==> config.mk <==
export PLATFORM = sky130hd
export DESIGN_NAME = cfg_pwm
export DESIGN_NICKNAME = d
export VERILOG_FILES = /design/src/rtl/cfg_pwm.sv
export SDC_FILE = /design/constraint.sdc
export NUM_CORES = 1
export LEC_CHECK = 0
export CAP_MARGIN = 20
export CORE_MARGIN = 2
export CORE_UTILIZATION = 55
export DETAILED_ROUTE_END_ITERATION = 16
export DONT_BUFFER_PORTS = 1
export PLACE_DENSITY = 0.7
export SLEW_MARGIN = 20
export SYNTH_ARGS = -nofsm -noshare
export SYNTH_HDL_FRONTEND = slang
export SYNTH_SLANG_ARGS = --single-unit
==> constraint.sdc <==
create_clock -name clk -period 3.4 [get_ports clk]
set_input_delay 1.02 -clock clk [delete_from_list [all_inputs] [get_ports clk]]
set_output_delay 1.02 -clock clk [all_outputs]
set_load 0.01 [all_outputs]
==> src/rtl/cfg_pwm.sv <==
// Four-channel PWM generator driven by packed SPI config bytes.
// Period/duty are shadowed and only reload at period wraps, so writes never glitch outputs.
module cfg_pwm #(
  parameter int NUM_REGS = 8,
  parameter int WIDTH    = 8,
  parameter int NUM_CH   = 4
) (
  input  logic                      clk,
  input  logic                      rstb,
  input  logic                      ena,
  input  logic [NUM_REGS*WIDTH-1:0] config_regs,
  output logic [WIDTH-1:0]          status_regs,
  output logic [NUM_CH-1:0]         pwm_o,
  output logic                      wrap_o
);

  typedef enum logic [1:0] {IDLE, RUN, DONE} state_t;

  logic             cfg_en, cfg_inv, cfg_oneshot, cfg_clr;
  logic [WIDTH-1:0] cfg_prescale, cfg_period;
  logic             unused_cfg;

  assign cfg_en       = config_regs[0];
  assign cfg_inv      = config_regs[1];
  assign cfg_oneshot  = config_regs[2];
  assign cfg_prescale = config_regs[1*WIDTH +: WIDTH];
  assign cfg_period   = config_regs[2*WIDTH +: WIDTH];
  assign cfg_clr      = config_regs[7*WIDTH];
  assign unused_cfg   = ^config_regs;

  state_t           state_q, state_d;
  logic [WIDTH-1:0] pcnt_q, pcnt_d;
  logic [WIDTH-1:0] cnt_q, cnt_d;
  logic [WIDTH-1:0] period_sh_q, period_sh_d;
  logic [WIDTH-1:0] duty_sh_q [NUM_CH];
  logic [WIDTH-1:0] duty_sh_d [NUM_CH];
  logic [NUM_CH-1:0] pwm_q, pwm_d, cmp;
  logic             wrap_q, wrap_d;
  logic             wrap_sticky_q, wrap_sticky_d;
  logic             done_sticky_q, done_sticky_d;
  logic             en_s_q, en_s_d;
  logic             clr_prev_q, clr_prev_d;
  logic             shadow_load, wrap_evt, clr_edge;

  genvar gi;
  generate
    for (gi = 0; gi < NUM_CH; gi++) begin : g_ch
      assign duty_sh_d[gi] = shadow_load ? config_regs[(3+gi)*WIDTH +: WIDTH] : duty_sh_q[gi];
      assign cmp[gi]       = (cnt_q < duty_sh_q[gi]);
    end
  endgenerate

  assign clr_edge = cfg_clr & ~clr_prev_q;

  always_comb begin
    state_d     = state_q;
    pcnt_d      = pcnt_q;
    cnt_d       = cnt_q;
    shadow_load = 1'b0;
    wrap_evt    = 1'b0;
    pwm_d       = {NUM_CH{cfg_inv}};
    case (state_q)
      IDLE: begin
        pcnt_d      = '0;
        cnt_d       = '0;
        shadow_load = 1'b1;
        if (cfg_en) state_d = RUN;
      end
      RUN: begin
        pwm_d = cmp ^ {NUM_CH{cfg_inv}};
        if (!cfg_en) begin
          // Dropping EN abandons the period outright: no wrap, no sticky update.
          state_d = IDLE;
          pcnt_d  = '0;
          cnt_d   = '0;
        end else if (pcnt_q == cfg_prescale) begin
          pcnt_d = '0;
          if (cnt_q == period_sh_q) begin
            cnt_d       = '0;
            wrap_evt    = 1'b1;
            shadow_load = 1'b1;
            if (cfg_oneshot) state_d = DONE;
          end else begin
            cnt_d = cnt_q + 1'b1;
          end
        end else begin
          pcnt_d = pcnt_q + 1'b1;
        end
      end
      DONE: begin
        pcnt_d = '0;
        cnt_d  = '0;
        if (!cfg_en) state_d = IDLE;
      end
      default: state_d = IDLE;
    endcase
  end

  always_comb begin
    period_sh_d   = shadow_load ? cfg_period : period_sh_q;
    wrap_d        = wrap_evt;
    // A set event in the same cycle as a clear edge takes priority.
    wrap_sticky_d = wrap_evt ? 1'b1 : (clr_edge ? 1'b0 : wrap_sticky_q);
    done_sticky_d = (wrap_evt && cfg_oneshot) ? 1'b1 : (clr_edge ? 1'b0 : done_sticky_q);
    en_s_d        = cfg_en;
    clr_prev_d    = cfg_clr;
  end

  always_ff @(posedge clk or negedge rstb) begin
    if (!rstb) begin
      state_q       <= IDLE;
      pcnt_q        <= '0;
      cnt_q         <= '0;
      period_sh_q   <= '0;
      for (int i = 0; i < NUM_CH; i++) duty_sh_q[i] <= '0;
      pwm_q         <= '0;
      wrap_q        <= 1'b0;
      wrap_sticky_q <= 1'b0;
      done_sticky_q <= 1'b0;
      en_s_q        <= 1'b0;
      clr_prev_q    <= 1'b0;
    end else if (ena) begin
      state_q       <= state_d;
      pcnt_q        <= pcnt_d;
      cnt_q         <= cnt_d;
      period_sh_q   <= period_sh_d;
      for (int i = 0; i < NUM_CH; i++) duty_sh_q[i] <= duty_sh_d[i];
      pwm_q         <= pwm_d;
      wrap_q        <= wrap_d;
      wrap_sticky_q <= wrap_sticky_d;
      done_sticky_q <= done_sticky_d;
      en_s_q        <= en_s_d;
      clr_prev_q    <= clr_prev_d;
    end
  end

  assign pwm_o       = pwm_q;
  assign wrap_o      = wrap_q;
  assign status_regs = {{(WIDTH-4){1'b0}}, en_s_q, done_sticky_q, wrap_sticky_q, (state_q == RUN)};

endmodule

* Yosys cells after proc, flatten, opt, wreduce, memory -nomap -nowiden
Index checks and enable logic that the tools add are counted.
** Cells by class
- $add $sub $neg :: 2
- Order comparisons :: 4
- Equality and inequality tests :: 9
- Multiplexer cells :: 23
- Bitwise logic cells :: 3
- Reduce and logical (&&, ||, !) cells :: 12
** Operator list (count)
- 2-to-1 mux 8 bit :: 5
- < comparator 8 bit :: 4
- case mux 8 bit (2 select lines) :: 2
- adder 8 x 1 -> 8 bit (second input constant) :: 2
- equality test 8 bit :: 2
- 2-to-1 mux 2 bit :: 6
- AND reduction 2 bit :: 4
- 2-to-1 mux 1 bit :: 7
- != test 3 x 2 -> 1 bit (second input constant) :: 2
- case mux 2 bit (3 select lines) :: 1
- AND reduction 6 bit :: 1
- nonzero test 2 bit :: 3
- 2-to-1 mux 4 bit :: 1
- != test 2 bit (second input constant) :: 2
- XOR 4 bit :: 1
- != test 3 bit (second input constant) :: 1
- AND reduction 3 bit :: 1
- equality test 2 x 1 -> 1 bit (second input constant) :: 1
- equality test 2 bit (second input constant) :: 1
- zero test 2 bit :: 1
- case mux 1 bit (2 select lines) :: 1
- OR reduction 2 bit :: 1
- bitwise AND 1 bit :: 1
- logical AND 1 bit :: 1
- inverter 1 bit :: 1
** Word-level totals
- Flip-flop bits (word level) :: 67
- Input bits :: 67
- Output and inout port bits :: 13
- Logic and storage cells :: 67

* Longest topological paths before layout
- Word-level depth :: 8
- Gate-level depth with buffers :: 8
- Mapped depth without buffers :: 7

* Worst setup path before layout
No wires, ideal clock.
- Path type :: in2reg
- Start :: in config_regs[10]
- End :: reg pcnt_q[6]
- Arrival time :: 2133 ps
- Required time :: 3274 ps
- Setup slack :: 1141 ps
- Stages on the path :: 5
- Path buffers :: 0
- Path through :: xnor2_1 -> nand4_1 -> nor2_1 -> nor2_1 -> a221o_1
** Between the ends
- Word-level cells in the longest chain between the ends :: 4
** RTL lines
- start: declaration :: line 11 : input logic [NUM_REGS*WIDTH-1:0] config_regs,
- equality test 8 bit :: line 76 : end else if (pcnt_q == cfg_prescale) begin
- 2-to-1 mux 8 bit :: line 76
- 2-to-1 mux 8 bit :: line 71 : if (!cfg_en) begin
- case mux 8 bit (2 select lines) :: line 62 : case (state_q)
- end signal: assignment :: line 124 : pcnt_q <= pcnt_d;
- end: declaration :: line 32 : logic [WIDTH-1:0] pcnt_q, pcnt_d;
Every way passes these cells.
A chain may end at the register's enable or synchronous reset.

* Worst setup path in the final report
- Start :: reg state_q[1]
- End :: out status_regs[0]
** Between the ends
- Word-level cells in the longest chain between the ends :: 1
** RTL lines
- start: declaration :: line 31 : state_t state_q, state_d;
- start signal: assignment :: line 123 : state_q <= state_d;
- equality test 2 x 1 -> 1 bit :: line 139 : assign status_regs = {{(WIDTH-4){1'b0}}, en_s_q, done_sticky_q, wrap_sticky_q, (state_q == RUN)};
- end: declaration :: line 12 : output logic [WIDTH-1:0] status_regs,
Every way passes these cells.

==> metrics.md <==
| Metric | Value |
|---|---|
| Reg-to-Reg Start | cnt_q[1] |
| Yosys reg bits | 67 |
| GRT overflow | 0 |
| DIE WIDTH | about 100 µm |
| Final period utilization | between 70% and 80% |
| Tmin final | 2.54 ns |
| Post-route DRC violation count | 0 |
| Synth area leader | dfrtp_1 |
| CTS tree | built |
| Initial antenna violation count | 0 |
| Nature of the critical path endpoint | output pin |
| Rel. slew slack | 53.8% |
| Cell Pwr Density | around 380 mW/mm² |
| Die footprint | between 0.01 and 0.015 mm² |
| Number of synthesized flops with an enable pin | 0 |
| WP data required | 2.38 ns |
| IO Pins | 80 |
| Worst slew pin tran | around 0.7 ns |
| Fillers | 865 |
| Synth top area share | 29.9% |
| Top cells by area, synth | dfrtp_1, o211ai_2, ha_1 |
| Setup crit end | status_regs[0] |
| Maxcap violations | 0 |
| Yosys warns | 0 |
| Fin Clk Skew | 0.0100 ns |
| Status | finished, final reports clean |
| Top sig layer | met4 |
| Clk sinks | 67 |
| Reg area | 0.00168 mm² |
| # diodes | 0 |
| Critical Setup Path Class | flip-flop to output pin |
| Final nets | about 740 |
| Rows | 36 |
| Vias per cell | about 6 |
| Share of cells above drive strength 1 | between 10% and 20% |
| Commonest non-fill, non-tap cell in the layout | nand2_1 |
| Asr flop ratio synth | 100% |
| 1st-pass router iterations | 5 |
| Synth cell types | between 40 and 50 |
| Setup TNS | 0 ns |
| DR WL met3 | 733 µm |
| Maximum fanout along the worst path | 31 |
| Startpoint Class | flip-flop |
| Sequential area share after synthesis | 29.9% |
| Setup Fix Bufs, Post-CTS | 0 |
| Post-DP HPWL | approximately 8500 µm |
| CP arrival | between 1.5 and 2 ns |
| I/O Buffers | 0 |
| DRT Wirelength | 12800 µm |
| R2r endpoint | state_q[1] |
| Die Ht | between 100 and 150 µm |
| Placed cell areas | between 0.005 and 0.006 mm² |
| Multi-input gate area | between 0.003 and 0.004 mm² |
| Routability cong. | 0.843 |
| Post-Syn Instances | 674 |
| Root Buffer | clkbuf_8 |
| Pins Over Slew Limit | 0 |
| RSZ-0062 raised after global routing | false |
| Design Area, Final | about 0.0058 mm² |
| Worst-Skew Late Latency | between 0.3 and 0.4 ns |
| Area Overhead vs Synth | 2.97% |
| Crit path from | state_q[1] |
| Peak VDD IR | about 210 µV |
| FF-to-FF setup slack | roughly 1.1 ns |
| Hold buffers post-CTS | 0 |
| Largest net degree at the start of global routing | between 60 and 70 |
| Syn Area/Cell | roughly 8.3 µm² |
| CORE AREA | roughly 0.0098 mm² |
| Initial DRC count | 260 |
| Final setup violation count | 0 |
| Global-route wire length before repair | 21400 µm |
| Max Buffers Root-to-Sink | 2 |
| Leak | roughly 0.0027 µW |
| Worst-path clk slew | 0.08 ns |
| Routed via count | 4657 |
| GRT Util Overall | 23.7% |
| H-tree levels | 3 |
| Initial Util | 57.1% |
| Post-layout util | between 50% and 60% |
| WL/cell | ~16 µm |
| Synthesized area | 0.00561 mm² |
| CTS Buf Count | 9 |
| Wire length on met1 | approximately 5600 µm |
| Resize count post-CTS | 0 |
| Post-route ant nets | 0 |
| Metal2 WL | ~6300 µm |
| Highest Clock Rate | 394 MHz |
| Main flop type after synthesis | dfrtp_1 |
| Power Total | between 2000 and 2500 µW |
| Commonest cells after routing, fill and taps aside | nand2_1, dfrtp_1, o21ai_0 |
| Worst hold slack | approximately 0.35 ns |
| FF-to-FF path depth | 6 |
| Hold Crit Class | primary input to asynchronous set/reset pin |
| Final hold vios | 0 |
| Number of global-route vias before repair | 4572 |
cell families (layout without fill, tap and decap cells):
| logic type | Yosys count | count (layout) | share of synthesized area, % |
|---|---|---|---|
| and+or+nand+nor | 272 | 272 | 24.7 |
| AOI/OAI and AO/OA | 197 | 197 | 26.7 |
| buffers and inverters | 90 | 59 | 8.93 |
| DFF | 67 | 67 | 29.9 |
| adders and majority gates | 30 | 30 | 6.70 |
| xor gates and xnor gates | 16 | 16 | 2.77 |
| other | 1 | 4 | 0.0669 |
| muxes | 1 | 1 | 0.201 |
cell type report:
class	count	share of cell area [%]
clock inverters	6	2.38
inverters	36	2.34
flip-flops and latches	67	29.1
clock buffers	10	2.21
well taps	133	2.88
repair buffers	7	1.34
multi-input cells	520	59.8
state kept, by name, indices dropped and copies added (netlist names), 2 cells and up:
signal,cells
duty_sh_q,32
cnt_q,8
pcnt_q,8
period_sh_q,8
pwm_o,4
state_q,2
power breakdown:
group	total, µW	switching (µW)	internal (µW)
Clock	897	333	564
Sequential	935	81.9	853
Combinational	355	208	146
Total	2190	623	1560
critical path, stage by stage (launching register included):
cell and delay [ns]:
dfrtp_2 0.69, nand2b_1 0.34, inv_1 0.14
layer usage:
metal  track usage, %  vias up
li1                 -     2282
met1             30.5     2233
met2             40.8      130
met3             4.24       12
met4             6.67        0
met5                0        -
through the flow:
stage,std cells,setup slack (ns)
2_1_floorplan,677,1.14
3_3_place_gp,763,0.885
3_5_place_dp,763,0.861
4_1_cts,779,0.882
5_1_grt,779,0.799
6_report,779,0.859
worst min path at each step:
stage                          to  slack, ns  cells after the start
finish                  pcnt_q[7]       0.35                      0
detailed placement     clr_prev_q       0.54                      2
floorplan           wrap_sticky_q       0.47                      2
global placement    wrap_sticky_q       0.52                      2
global route        done_sticky_q       0.34                      0
CTS                    clr_prev_q       0.34                      0
Yosys cell counts (9+ instances only):
cell      count
nand2_1      92
dfrtp_1      67
o21ai_0      56
nand2b_1     47
nor2_1       44
a31oi_1      41
nand2_2      40
o211ai_2     40
inv_1        36
clkbuf_1     31
ha_1         30
nand3_1      17
nor2b_1       9
o31ai_1       9
No activity file was read; power rests on OpenSTA's default activity.
